**src/rtl/clkseq_pkg.sv**
```systemverilog
// Shared types and helpers for the ADC clock-source changeover sequencer.
package clkseq_pkg;

    typedef enum logic [2:0] {
        ST_INT       = 3'd0,
        ST_RST       = 3'd1,
        ST_WAIT_LOCK = 3'd2,
        ST_PHASE     = 3'd3,
        ST_EXT       = 3'd4,
        ST_FAIL      = 3'd5
    } state_e;

    localparam int PHASE_W = 9;

    function automatic int clog2(input int unsigned value);
        int unsigned v;
        clog2 = 0;
        v = (value > 0) ? value - 1 : 0;
        while (v != 0) begin
            clog2 = clog2 + 1;
            v = v >> 1;
        end
    endfunction

endpackage

```
**src/rtl/clkseq_sync2.sv**
```systemverilog
// Generic two-flop synchronizer with synchronous reset; two-cycle latency.
module clkseq_sync2 #(
    parameter int WIDTH = 1
) (
    input  logic             clk_i,
    input  logic             reset_i,
    input  logic [WIDTH-1:0] d_i,
    output logic [WIDTH-1:0] q_o
);

    logic [WIDTH-1:0] meta_q;
    logic [WIDTH-1:0] sync_q;

    // NOTE: non-blocking assignments so sync_q takes the old meta_q, giving a true two-stage pipe.
    always_ff @(posedge clk_i) begin
        if (reset_i) begin
            meta_q <= '0;
            sync_q <= '0;
        end else begin
            meta_q <= d_i;
            sync_q <= meta_q;
        end
    end

    assign q_o = sync_q;

endmodule

```
**src/rtl/clkmgr_sequencer.sv**
```systemverilog
// DCM reset / lock / phase-restore sequencer driving the ADC BUFGMUX select.
// Define CLKSEQ_AUTO_RETRY_EN to retry re-lock up to MAX_RETRY times before failing.
module clkmgr_sequencer
    import clkseq_pkg::*;
#(
    parameter int RST_CYCLES   = 8,
    parameter int LOCK_STABLE  = 16,
    parameter int LOCK_TIMEOUT = 1048576,
    parameter int MAX_RETRY    = 3
) (
    input  logic               clk_i,
    input  logic               reset_i,
    input  logic               sel_ext_i,
    input  logic               resync_i,
    input  logic               phase_update_i,
    input  logic [PHASE_W-1:0] phase_cfg_i,
    input  logic               dcm_locked_i,
    input  logic               phase_done_i,
    output logic               use_ext_clk_o,
    output logic               dcm_rst_o,
    output logic               phase_load_o,
    output logic [PHASE_W-1:0] phase_value_o,
    output logic               ready_o,
    output logic               fail_o,
    output logic [2:0]         state_o,
    output logic [1:0]         retry_cnt_o
);

`ifdef CLKSEQ_AUTO_RETRY_EN
    localparam bit AUTO_RETRY = 1'b1;
`else
    localparam bit AUTO_RETRY = 1'b0;
`endif

    localparam int CNT_W = clog2(((RST_CYCLES > LOCK_STABLE) ? RST_CYCLES : LOCK_STABLE) + 1);
    localparam int TMO_W = clog2(LOCK_TIMEOUT + 1);

    localparam logic [CNT_W-1:0] RST_LAST    = CNT_W'(RST_CYCLES - 1);
    localparam logic [CNT_W-1:0] STABLE_LAST = CNT_W'(LOCK_STABLE - 1);
    localparam logic [TMO_W-1:0] TMO_LAST    = TMO_W'(LOCK_TIMEOUT - 1);
    localparam logic [TMO_W-1:0] TMO_MAX     = TMO_W'(LOCK_TIMEOUT);
    localparam logic [1:0]       RETRY_MAX   = 2'(MAX_RETRY);

    state_e             state_q, state_d;
    logic [CNT_W-1:0]   cnt_q, cnt_d;
    logic [TMO_W-1:0]   tmo_q, tmo_d;
    logic [1:0]         retry_q, retry_d;
    logic               from_ext_q, from_ext_d;
    logic               use_ext_q, use_ext_d;
    logic               dcm_rst_q, dcm_rst_d;
    logic               phase_load_q, phase_load_d;
    logic [PHASE_W-1:0] phase_value_q, phase_value_d;
    logic               ready_q, ready_d;
    logic               fail_q, fail_d;
    logic               lk;
    logic               fault;
    logic               entering;

    clkseq_sync2 #(.WIDTH(1)) u_lock_sync (
        .clk_i   (clk_i),
        .reset_i (reset_i),
        .d_i     (dcm_locked_i),
        .q_o     (lk)
    );

    // NOTE: every always_comb output gets a default first so no path leaves a latch.
    always_comb begin
        state_d    = state_q;
        retry_d    = retry_q;
        from_ext_d = from_ext_q;
        fault      = 1'b0;

        unique case (state_q)
            ST_INT: begin
                if (sel_ext_i) begin
                    state_d = ST_RST;
                    retry_d = '0;
                end
            end
            ST_RST: begin
                if (!sel_ext_i)            state_d = ST_INT;
                else if (cnt_q == RST_LAST) state_d = ST_WAIT_LOCK;
            end
            ST_WAIT_LOCK: begin
                if (!sel_ext_i)                      state_d = ST_INT;
                else if (tmo_q == TMO_LAST)          fault   = 1'b1;
                else if (lk && cnt_q == STABLE_LAST) state_d = ST_PHASE;
            end
            ST_PHASE: begin
                // cnt_q != 0 skips the load cycle before trusting phase_done_i.
                if (!sel_ext_i)                          state_d = ST_INT;
                else if (!lk || tmo_q == TMO_LAST)       fault   = 1'b1;
                else if (cnt_q != '0 && phase_done_i)    state_d = ST_EXT;
            end
            ST_EXT: begin
                if (!sel_ext_i)          state_d = ST_INT;
                else if (!lk)            fault   = 1'b1;
                else if (resync_i)       state_d = ST_RST;
                else if (phase_update_i) state_d = ST_PHASE;
            end
            ST_FAIL: begin
                if (!sel_ext_i) state_d = ST_INT;
                else if (resync_i) begin
                    state_d = ST_RST;
                    retry_d = '0;
                end
            end
            default: state_d = ST_INT;
        endcase

        if (fault) begin
            if (AUTO_RETRY && retry_q < RETRY_MAX) begin
                state_d = ST_RST;
                retry_d = retry_q + 1'b1;
            end else begin
                state_d = ST_FAIL;
            end
        end

        entering = (state_d != state_q);
        if (entering && state_d == ST_PHASE) from_ext_d = (state_q == ST_EXT);

        cnt_d = '0;
        tmo_d = '0;
        if (!entering) begin
            tmo_d = (tmo_q == TMO_MAX) ? tmo_q : tmo_q + 1'b1;
            unique case (state_q)
                ST_RST:       cnt_d = cnt_q + 1'b1;
                ST_WAIT_LOCK: cnt_d = lk ? cnt_q + 1'b1 : '0;
                ST_PHASE:     cnt_d = (cnt_q == '0) ? CNT_W'(1) : cnt_q;
                default:      cnt_d = '0;
            endcase
        end

        // Outputs are registered from the next state so they switch with the state itself.
        phase_load_d  = entering && (state_d == ST_PHASE);
        phase_value_d = phase_load_d ? phase_cfg_i : phase_value_q;
        use_ext_d     = (state_d == ST_EXT) || (state_d == ST_PHASE && from_ext_d);
        dcm_rst_d     = (state_d == ST_RST);
        ready_d       = (state_d == ST_INT) || (state_d == ST_EXT);
        fail_d        = (state_d == ST_FAIL);
    end

    always_ff @(posedge clk_i) begin
        if (reset_i) begin
            state_q       <= ST_INT;
            cnt_q         <= '0;
            tmo_q         <= '0;
            retry_q       <= '0;
            from_ext_q    <= 1'b0;
            use_ext_q     <= 1'b0;
            dcm_rst_q     <= 1'b0;
            phase_load_q  <= 1'b0;
            phase_value_q <= '0;
            ready_q       <= 1'b1;
            fail_q        <= 1'b0;
        end else begin
            state_q       <= state_d;
            cnt_q         <= cnt_d;
            tmo_q         <= tmo_d;
            retry_q       <= retry_d;
            from_ext_q    <= from_ext_d;
            use_ext_q     <= use_ext_d;
            dcm_rst_q     <= dcm_rst_d;
            phase_load_q  <= phase_load_d;
            phase_value_q <= phase_value_d;
            ready_q       <= ready_d;
            fail_q        <= fail_d;
        end
    end

    assign use_ext_clk_o = use_ext_q;
    assign dcm_rst_o     = dcm_rst_q;
    assign phase_load_o  = phase_load_q;
    assign phase_value_o = phase_value_q;
    assign ready_o       = ready_q;
    assign fail_o        = fail_q;
    assign state_o       = state_q;
    assign retry_cnt_o   = retry_q;

endmodule

```
**config.mk**
```make
export PLATFORM = sky130hd
export DESIGN_NAME = clkmgr_sequencer
export DESIGN_NICKNAME = d
export VERILOG_FILES = /design/src/rtl/clkseq_pkg.sv /design/src/rtl/clkseq_sync2.sv /design/src/rtl/clkmgr_sequencer.sv
export SDC_FILE = /design/constraint.sdc
export NUM_CORES = 1
export LEC_CHECK = 0
export BUFFER_PORTS_ARGS = -buffer_cell sky130_fd_sc_hd__buf_2
export CAP_MARGIN = 40
export CORE_MARGIN = 2
export CORE_UTILIZATION = 25
export CTS_BUF_LIST = sky130_fd_sc_hd__clkbuf_4 sky130_fd_sc_hd__clkbuf_8 sky130_fd_sc_hd__clkbuf_16
export DETAILED_ROUTE_END_ITERATION = 8
export GPL_TIMING_DRIVEN = 0
export HOLD_SLACK_MARGIN = 0.1
export PLACE_DENSITY = 0.44
export SETUP_SLACK_MARGIN = 0.3
export SYNTH_ARGS = -nofsm -noshare
export SYNTH_HDL_FRONTEND = slang
export SYNTH_HIERARCHICAL = 1
export SYNTH_SLANG_ARGS = --single-unit
```
**constraint.sdc**
```tcl
create_clock -name clk_i -period 4 [get_ports clk_i]
set_input_delay 0.6 -clock clk_i [delete_from_list [all_inputs] [get_ports clk_i]]
set_output_delay 0.6 -clock clk_i [all_outputs]
set_load 0.02 [all_outputs]
```
==> flow_summary.yaml, run 1 <==
synth:
  synth_area_leaders: "dfxtp_1 36%, a211oi_2 10%, mux2i_1 4.3%"
  synth_async_sr_flop_share: 0
  netlist_area_sq_um: 2557
  ys.flop_type: "dfxtp_1"
  netlist_instances: 264
  ys_seq_elements: 46
  synth_cell_types: 61
  yosys.area.top_type_share: 0.3601
  synth_top_area_cell: "dfxtp_1"
  yosys_warnings: 6
  avgSynthCellArea_sq_um: 9.687
  yosysSeqAreaShare: 0.3601
  synth_edf_count: 0
cts:
  clk-insertion-delay-late_ns: 0.31
  clkSinkCount: 46
  cts_hold_buffers: 0
  cts.clk_slew.worst_paths_ns: 0.09
  cts-root-buf: "clkbuf_8"
  post_cts_buffers: 0
  cts_tree: "built"
  cts_max_level: 2
  numCtsBuffers: 5
  cts-resized-gates: 0
  cts_buffer_depth: 2
drt:
  drc_errors: 0
  first_pass_iters: 4
  detail_route.wl_per_cell_microns: 12.89
  first_iter_violations: 65
  antenna_left: 0
  routed_via_density: 4.621
  routed_wl_microns: 5645
  via_count: 2024
setup_path:
  rr_worst_depth: 7
  crit_chain: "ha_1, nand3_1, nor4b_2, a21oi_2, nand4_2, buf_2, a211oi_2"
  crit_required_ns: 4.19
  r2r-end: "tmo_q[7]"
  r2r-start: "tmo_q[1]"
  worst-setup-path-type: "flip-flop to flip-flop"
  endpoint: "tmo_q[7]"
  worstPathArrival_ns: 2.53
  cp-end-kind: "flip-flop"
  cp-startpoint: "tmo_q[1]"
  crit_path_top_delay_cell: "nor4b_2"
  cp_slowest_stage_delay_ns: 0.47
  startpoint_type: "flip-flop"
  crit_fanout: 10
  reg2reg_slack_ns: 1.65
final_layout:
  layout.cells.non_filler: 438
  design_area_sq_um: 3004
  areaGrowthSynthToFinish_pct: 17.47
  nNetsFinal: 325
  drive_above_1_share: 0.3016
  diodes: 0
sta:
  fmaxAchievable_mhz: 426.3
  post-route-min-period_ns: 2.346
  final_max_slew_viol_count: 0
  finalHoldViolations: 0
  setup-violations-final: 0
  fin_skew_ns: 0.01101
  postLayoutSetupSlackWorst_ns: 1.654
  finalCritPeriodShare: 0.5864
  rsz0062_at_grt: "false"
  fin_tns_setup_ns: 0
place:
  post-place-ws_ns: 1.656
  hpwl_microns: 4183
  place_inst: 430
  placed_area_sq_um: 2888
  numPortBuffers: 32
  place.gp.congestion: 0.7626
hold_path:
  min_path_type: "flip-flop to flip-flop"
floorplanning:
  die_y_microns: 105.1
  start_util: 0.2593
  row_count: 36
  floorplan.die.width_microns: 105.1
  core_sq_um: 9864
  die-area_sq_um: 11050
  io_pins: 35
job:
  max_cap_violations: 0
grt:
  overflow: 0
  track_usage: 0.1074
  grt_start_max_net_pins: 17
  antenna_found_initial: 0
  grt_pass1_wl_microns: 9577
  grt_pass1_vias: 1976
pwr:
  power_uw: 900.5
  powerDensity_nw_per_um2: 299.8
  peakVddDrop_uv: 124.4
  p_leak_nw: 1.161
outcome:
  status: "completed"
## cell type report
cell class              instances  area (sq um)
plain buffers                  17         123.9
clock buffers                   5         68.82
clock inverters                 3         47.55
fillers                      1054          6860
inverters                      11         41.29
multi-input cells             191          1475
flip-flops and latches         46         920.9
well taps                     133         166.4
repair buffers                 32         160.2
## state kept, by name, indices dropped and copies added, names as in the netlist
register and flops:
phase_value_o 9, phase_load_o 1, state_o 3, fail_o 1, cnt_q 5, u_lock_sync/q_o 1
ready_o 1, use_ext_clk_o 1, dcm_rst_o 1, u_lock_sync/meta_q 1, tmo_q 21, from_ext_q 1
## through the flow
stage / hold WS [ns] / utilization
final: 0.4666 / 0.3045
after detailed placement: 0.4559 / 0.2927
after global routing: 0.4890 / 0.3045
after CTS: 0.4648 / 0.3045
after floorplan: 0.4138 / -
after global placement: 0.4527 / 0.2927
## per-layer routing
metal,vias to the layer above,GRT usage,part of all wire
met5,-,0,0
met2,25,0.1772,0.47
li1,1038,-,-
met3,5,0.02308,0.029
met1,956,0.1390,0.49
met4,0,0.03429,0.011
## cell usage in the layout (no fill, tap or decap), types with 4 or more instances in the layout
cell,netlist,layout
ha_1,5,5
a211oi_2,21,21
nand2_1,9,9
o21ai_0,5,5
xnor2_1,8,8
nor3_1,6,6
nor4_1,4,4
a21oi_1,5,5
buf_2,7,39
dfxtp_1,46,46
inv_1,11,11
xor2_1,12,12
nand3_1,15,15
nor2_1,27,27
mux2i_1,11,11
nor2b_1,5,5
clkbuf_8,0,5
a211oi_1,5,5
nand4_1,4,4
## Yosys cell counts (2+ instances only)
cell type / count
nor2_1: 27
buf_2: 7
o21ai_0: 5
a211oi_1: 5
nor3_1: 6
nor4b_1: 2
clkbuf_1: 3
xnor2_1: 8
and4_1: 2
mux2i_1: 11
nand4_2: 2
a211oi_2: 21
a31oi_1: 3
nand4_1: 4
and3b_1: 3
inv_1: 11
nand2_1: 9
and3_2: 3
dfxtp_1: 46
ha_1: 5
buf_4: 3
a21oi_1: 5
xor2_1: 12
and3_1: 2
buf_12: 2
nor2b_1: 5
nor4_1: 4
nand3_1: 15
## critical path, delay by kind of cell (launching register included)
family / cells / cell delay [ns]
AOI/OAI and AO/OA: 2 / 0.29
buffers and inverters: 1 / 0.35
DFF: 1 / 0.42
and+or+nand+nor: 3 / 0.93
adders and majority gates: 1 / 0.25
## report_power, final
part,internal (mW),switching [mW]
combinational,0.0251,0.0427
sequential,0.462,0.00352
clock,0.191,0.177
## kinds of logic after synthesis
| logic type | share of synthesized area |
|---|---|
| XOR/XNOR | 0.06849 |
| AND/OR/NAND/NOR | 0.2270 |
| other | 0.001466 |
| multiplexers | 0.04746 |
| adder cells (fa/ha/maj) | 0.02446 |
| buffers and inverters | 0.06458 |
| flip-flops | 0.3601 |
| AO/OA/AOI/OAI | 0.2065 |
## how the worst min path moves through the flow
stage | end | depth (start not counted) | from
6_report | u_lock_sync/q_o | 1 | u_lock_sync/meta_q
3_3_place_gp | u_lock_sync/q_o | 1 | u_lock_sync/meta_q
3_5_place_dp | u_lock_sync/q_o | 1 | u_lock_sync/meta_q
2_1_floorplan | u_lock_sync/q_o | 1 | u_lock_sync/meta_q
4_1_cts | u_lock_sync/meta_q | 2 | reset_i
5_1_grt | u_lock_sync/meta_q | 2 | reset_i
No activity file was read; power rests on OpenSTA's default activity.
==> run 2: changes to the inputs <==
ABC_AREA = 1   (was unset)
clock period = 2.4 ns   (was 4 ns; I/O delays follow)
==> flow_summary.yaml, run 2 <==
sta:
  postLayoutSetupSlackWorst_ns: 0.3395
  final_max_slew_viol_count: 0
  setup-violations-final: 0
  finalCritPeriodShare: 0.8585
  fin_tns_setup_ns: 0
  hold_slack_ns: 0.2441
  post-route-min-period_ns: 2.060
  fin_skew_ns: 0.007127
  finalHoldViolations: 0
  rsz0062_at_grt: "true"
  fmaxAchievable_mhz: 485.3
floorplanning:
  die_y_microns: 102.0
  io_pins: 35
  die-area_sq_um: 10390
  core_sq_um: 9284
  floorplan.die.width_microns: 102.0
  row_count: 35
  start_util: 0.2584
synth:
  netlist_instances: 323
  netlist_area_sq_um: 2399
  yosysSeqAreaShare: 0.3839
  ys.flop_type: "dfxtp_1"
  synth_area_leaders: "dfxtp_1 38%, nor2_1 11%, nand2_1 6.9%"
  avgSynthCellArea_sq_um: 7.426
  synth_async_sr_flop_share: 0
  synth_top_area_cell: "dfxtp_1"
  synth_cell_types: 38
  yosysMostFrequentCell: "nor2_1"
  ys_seq_elements: 46
  yosys.area.top_type_share: 0.3839
  synth_edf_count: 0
  yosys_warnings: 6
  synthTopCellsByCount: "71 x nor2_1, 46 x dfxtp_1, 44 x nand2_1"
final_layout:
  fillers: 996
  drive_above_1_share: 0.3836
  design_area_sq_um: 3158
  nNetsFinal: 398
  diodes: 0
  layout_common_cells: "64 x nor2_1, 38 x nand2_1, 32 x buf_2"
  top_register: "tmo_q"
  largest_reg_flops: 21
  layout.cells.non_filler: 507
  final_common_cell: "nor2_1"
  areaGrowthSynthToFinish_pct: 31.66
hold_path:
  hold_start: "reset_i"
  min_path_type: "primary input to flip-flop"
  hold_depth: 2
  holdPathEnd: "u_lock_sync/q_o"
setup_path:
  worst-setup-path-type: "flip-flop to flip-flop"
  cp_slowest_stage_delay_ns: 0.38
  worstPathArrival_ns: 2.26
  reg2reg_slack_ns: 0.34
  startpoint_type: "flip-flop"
  path_common_cell: "nand2_4"
  crit_chain: "inv_1, ha_2, nand3b_1, and2_4, nand3_4, nand2_4, nand2_4, nand2_4, nand2_2, nand2_2, nor2_4, nand2_2, nand2_4, clkbuf_16, o21ai_2, nor2_1"
  crit_path_top_delay_cell: "dfxtp_4"
  r2r-start: "cnt_q[1]"
  cp-end-kind: "flip-flop"
  crit_required_ns: 2.60
  crit_fanout: 5
  r2r-end: "phase_value_o[6]"
  crit_family: "simple AND/OR/NAND/NOR gates"
  critPathBufInv: 2
  rr_worst_depth: 16
outcome:
  status: "completed"
drt:
  antenna_left: 0
  detail_route.wl_per_cell_microns: 11.18
  routed_via_density: 4.199
  routed_wl_microns: 5668
  drt-met1-wl_microns: 2844
  met3_length_microns: 269
  first_pass_iters: 4
  first_iter_violations: 83
  maxUsedRoutingLayer: "met5"
  drc_errors: 0
  dr_wl_met2_microns: 2502
  via_count: 2129
cts:
  cts-root-buf: "clkbuf_8"
  cts_buffer_depth: 2
  numCtsBuffers: 5
  cts_tree: "built"
  cts_max_level: 2
  cts.clk_slew.worst_paths_ns: 0.08
  clk-insertion-delay-late_ns: 0.30
  cts_hold_buffers: 0
  clkSinkCount: 46
job:
  max_cap_violations: 0
grt:
  antenna_found_initial: 1
  overflow: 0
  grt_pass1_wl_microns: 9011
  track_usage: 0.1096
  grt_pass1_vias: 1952
  grt_start_max_net_pins: 14
pwr:
  peakVddDrop_uv: 208.2
  p_leak_nw: 1.214
  powerDensity_nw_per_um2: 436.2
place:
  numPortBuffers: 32
  place_inst: 485
  place.gp.congestion: 0.8051
  placed_area_sq_um: 2724
  post-place-ws_ns: 0.09376
  hpwl_microns: 4076
==> run 2: layout make-up <==
cell class / count / area, sq um / share of cell area
Inverter: 36 / 137.6 / 0.04358
Timing Repair Buffer: 46 / 286.5 / 0.09073
Buffer: 7 / 67.56 / 0.02139
Clock inverter: 1 / 5.005 / 0.001585
Multi-Input combinational cell: 235 / 1438 / 0.4552
Sequential cell: 46 / 972.2 / 0.3078
Clock buffer: 7 / 90.09 / 0.02853
Tap cell: 129 / 161.4 / 0.05111
==> run 2: kinds of logic after synthesis <==
logic type,after synthesis,share of synthesized area
simple gates,185,0.3871
flops,46,0.3839
buf+inv,43,0.08033
compound gates,32,0.08085
xor+xnor,11,0.04017
fa+ha+maj,5,0.02608
other cells,1,0.001563
==> run 2: timing repair <==
| action | in CTS | in global routing |
|---|---|---|
| endpoints found under the setup margin | 38 | 38 |
| endpoints found under the hold margin | 0 | 0 |
| gates cloned | 0 | 1 |
| setup buffers | 1 | 12 |
| gates resized for setup | 14 | 58 |
| pin swaps | 1 | 12 |
==> run 2: worst max path at each step <==
stage,depth (start not counted),slack (ns),endpoint,startpoint
after floorplan,14,0.44,phase_value_o[0],state_o[1]
after global placement,12,0.1,cnt_q[0],tmo_q[0]
after detailed placement,12,0.09,cnt_q[1],tmo_q[0]
after CTS,13,0.29,tmo_q[1],cnt_q[1]
after global routing,13,0.18,phase_value_o[6],tmo_q[19]
final,16,0.34,phase_value_o[6],cnt_q[1]
==> run 2: metal layers <==
layer  vias to the layer above  track usage
li1                       1141            -
met1                       936       0.1474
met2                        44       0.1675
met3                         6      0.03078
met4                         2      0.04103
met5                         -            0
==> run 2: metrics by stage <==
stage	power, mW	util
6_report	1.378	0.3402
5_1_grt	1.453	0.3402
4_1_cts	1.401	0.3092
3_5_place_dp	0.8816	0.2934
3_3_place_gp	0.8818	0.2934
2_1_floorplan	0.8498	-
==> run 2: power breakdown <==
part	internal, mW	total, mW	switching, mW
logic	0.0434	0.102	0.0588
clock network	0.244	0.507	0.262
registers	0.761	0.769	0.00798
==> run 3: changes to the inputs <==
clock period = 2.1 ns   (was 2.4 ns; I/O delays follow)
==> flow_summary.yaml, run 3 (synthesized netlist as in run 2, its figures left out) <==
drt:
  antenna_left: 0
  via_count: 2311
  detail_route.wl_per_cell_microns: 11.91
  first_pass_iters: 4
  routed_via_density: 4.360
  drc_errors: 0
  routed_wl_microns: 6313
  first_iter_violations: 95
grt:
  track_usage: 0.1225
  grt_start_max_net_pins: 18
  antenna_found_initial: 0
  grt_pass1_vias: 2174
  overflow: 0
  grt_pass1_wl_microns: 10140
pwr:
  internal_power_mw: 1.195
  seqPwrFrac: 0.531
  total_switching_power_uw: 447.4
  p_leak_nw: 1.428
  powerDensity_nw_per_um2: 457.7
  pwr-share-clk: 0.365
  peakVddDrop_uv: 230.3
  p_sw_frac: 0.2724
  power.share.combinational: 0.104
  power_mw: 1.643
sta:
  post-route-min-period_ns: 2.075
  finalCritPeriodShare: 0.9880
  fmaxAchievable_mhz: 482.0
  fin_tns_setup_ns: 0
  finalHoldViolations: 0
  setup-violations-final: 0
  final_max_slew_viol_count: 0
  fin_skew_ns: 0.01454
  rsz0062_at_grt: "true"
  postLayoutSetupSlackWorst_ns: 0.02523
floorplanning:
  die_y_microns: 102.0
  core_sq_um: 9284
  io_pins: 35
  floorplan.die.width_microns: 102.0
  start_util: 0.2584
  die-area_sq_um: 10390
  row_count: 35
setup_path:
  reg2reg_slack_ns: 0.03
  worst-setup-path-type: "flip-flop to flip-flop"
  crit_required_ns: 2.33
  cp-end-kind: "flip-flop"
  endpoint: "tmo_q[2]"
  startpoint_type: "flip-flop"
  r2r-start: "cnt_q[0]"
  crit_path_top_delay_cell: "dfxtp_4"
  crit_fanout: 5
  cp-startpoint: "cnt_q[0]"
  rr_worst_depth: 14
  crit_chain: "inv_2, ha_4, nand3b_1, and2_4, nand3_4, nand2_4, buf_4, nand3b_1, nand2_1, nand2_2, nand3_4, buf_12, buf_6, a211oi_2"
  r2r-end: "tmo_q[2]"
  cp_slowest_stage_delay_ns: 0.37
  worstPathArrival_ns: 2.30
cts:
  cts_max_level: 2
  numCtsBuffers: 5
  cts_tree: "built"
  clkSinkCount: 46
  clk-insertion-delay-late_ns: 0.31
  cts_hold_buffers: 0
  cts.clk_slew.worst_paths_ns: 0.10
  cts_buffer_depth: 2
  cts-root-buf: "clkbuf_8"
final_layout:
  final_common_cell: "nor2_1"
  layout.cells.non_filler: 530
  diodes: 0
  layout_common_cells: "51 x nor2_1, 33 x nand2_1, 32 x buf_2"
  drive_above_1_share: 0.5112
  design_area_sq_um: 3588
  top_register: "tmo_q"
  nNetsFinal: 421
  largest_reg_flops: 21
  areaGrowthSynthToFinish_pct: 49.61
outcome:
  status: "completed"
place:
  place_inst: 485
  hpwl_microns: 4100
  post-place-ws_ns: -0.09866
  placed_area_sq_um: 2764
  numPortBuffers: 32
  place.gp.congestion: 0.7883
hold_path:
  min_path_type: "primary input to flip-flop"
job:
  max_cap_violations: 0
[run 3: changes by cell type in the layout (fill, tap and decap cells not counted), moves of 3 or more]
cell     delta
o21ai_1     -3
buf_4      +14
inv_6       +3
inv_1       -5
dfxtp_4     +4
nor3_2      +4
nor3_1      -4
buf_6       +5
nand2_4     +5
nor2_2     +11
inv_2       +4
nor2_1     -13
nand2_1     -5
[run 3: power by group through the flow]
| stage | Combinational (mW) | Clock (mW) | Sequential [mW] |
|---|---|---|---|
| final | 0.170 | 0.600 | 0.872 |
| after global placement | 0.104 | 0 | 0.909 |
| after CTS | 0.155 | 0.640 | 0.886 |
| after detailed placement | 0.103 | 0 | 0.909 |
| after global routing | 0.186 | 0.664 | 0.873 |
| after floorplan | 0.0625 | 0 | 0.911 |
[run 3: metrics by stage]
step             util  hold WS [ns]
2_1_floorplan       -        0.3862
6_report       0.3865        0.1720
4_1_cts        0.3458        0.1630
3_5_place_dp   0.2977        0.4080
5_1_grt        0.3865        0.1637
3_3_place_gp   0.2977        0.4079
[run 3: repair_timing]
item	CTS	global route
setup buffers	20	14
setup endpoints to repair	38	40
gates resized for setup	47	76
gates cloned	2	1
pin swaps	12	19
[run 3: metal layers]
metal | routed length [microns] | global-route usage
met1 | 3040 | 0.1621
met5 | 0 | 0
met2 | 2993 | 0.1974
met3 | 228 | 0.03010
met4 | 51 | 0.03795
[run 3: final cells by class]
cell class / count / area [sq um]
clock buffers: 5 / 68.82
fillers: 999 / 5695
repair buffers: 69 / 534.3
multi-input cells: 235 / 1597
well taps: 129 / 161.4
inverters: 36 / 140.1
clock inverters: 3 / 26.28
plain buffers: 7 / 76.32
flip-flops and latches: 46 / 984.7
[run 3: worst min path at each step]
stage                       startpoint            endpoint  slack [ns]  cells past startpoint
floorplan                      reset_i  u_lock_sync/meta_q        0.39                      1
CTS                            reset_i     u_lock_sync/q_o        0.16                      2
finish                         reset_i     u_lock_sync/q_o        0.17                      2
global route                   reset_i  u_lock_sync/meta_q        0.16                      2
detailed placement  u_lock_sync/meta_q     u_lock_sync/q_o        0.41                      2
global placement    u_lock_sync/meta_q     u_lock_sync/q_o        0.41                      2
[run 3: worst max-delay path: cells and delay by family, from the launching register on]
kind,cells,cell delay [ns]
adders and majority gates,1,0.13
DFF,1,0.37
AOI/OAI and AO/OA,1,0.13
and+or+nand+nor,8,0.87
buffers and inverters,4,0.49
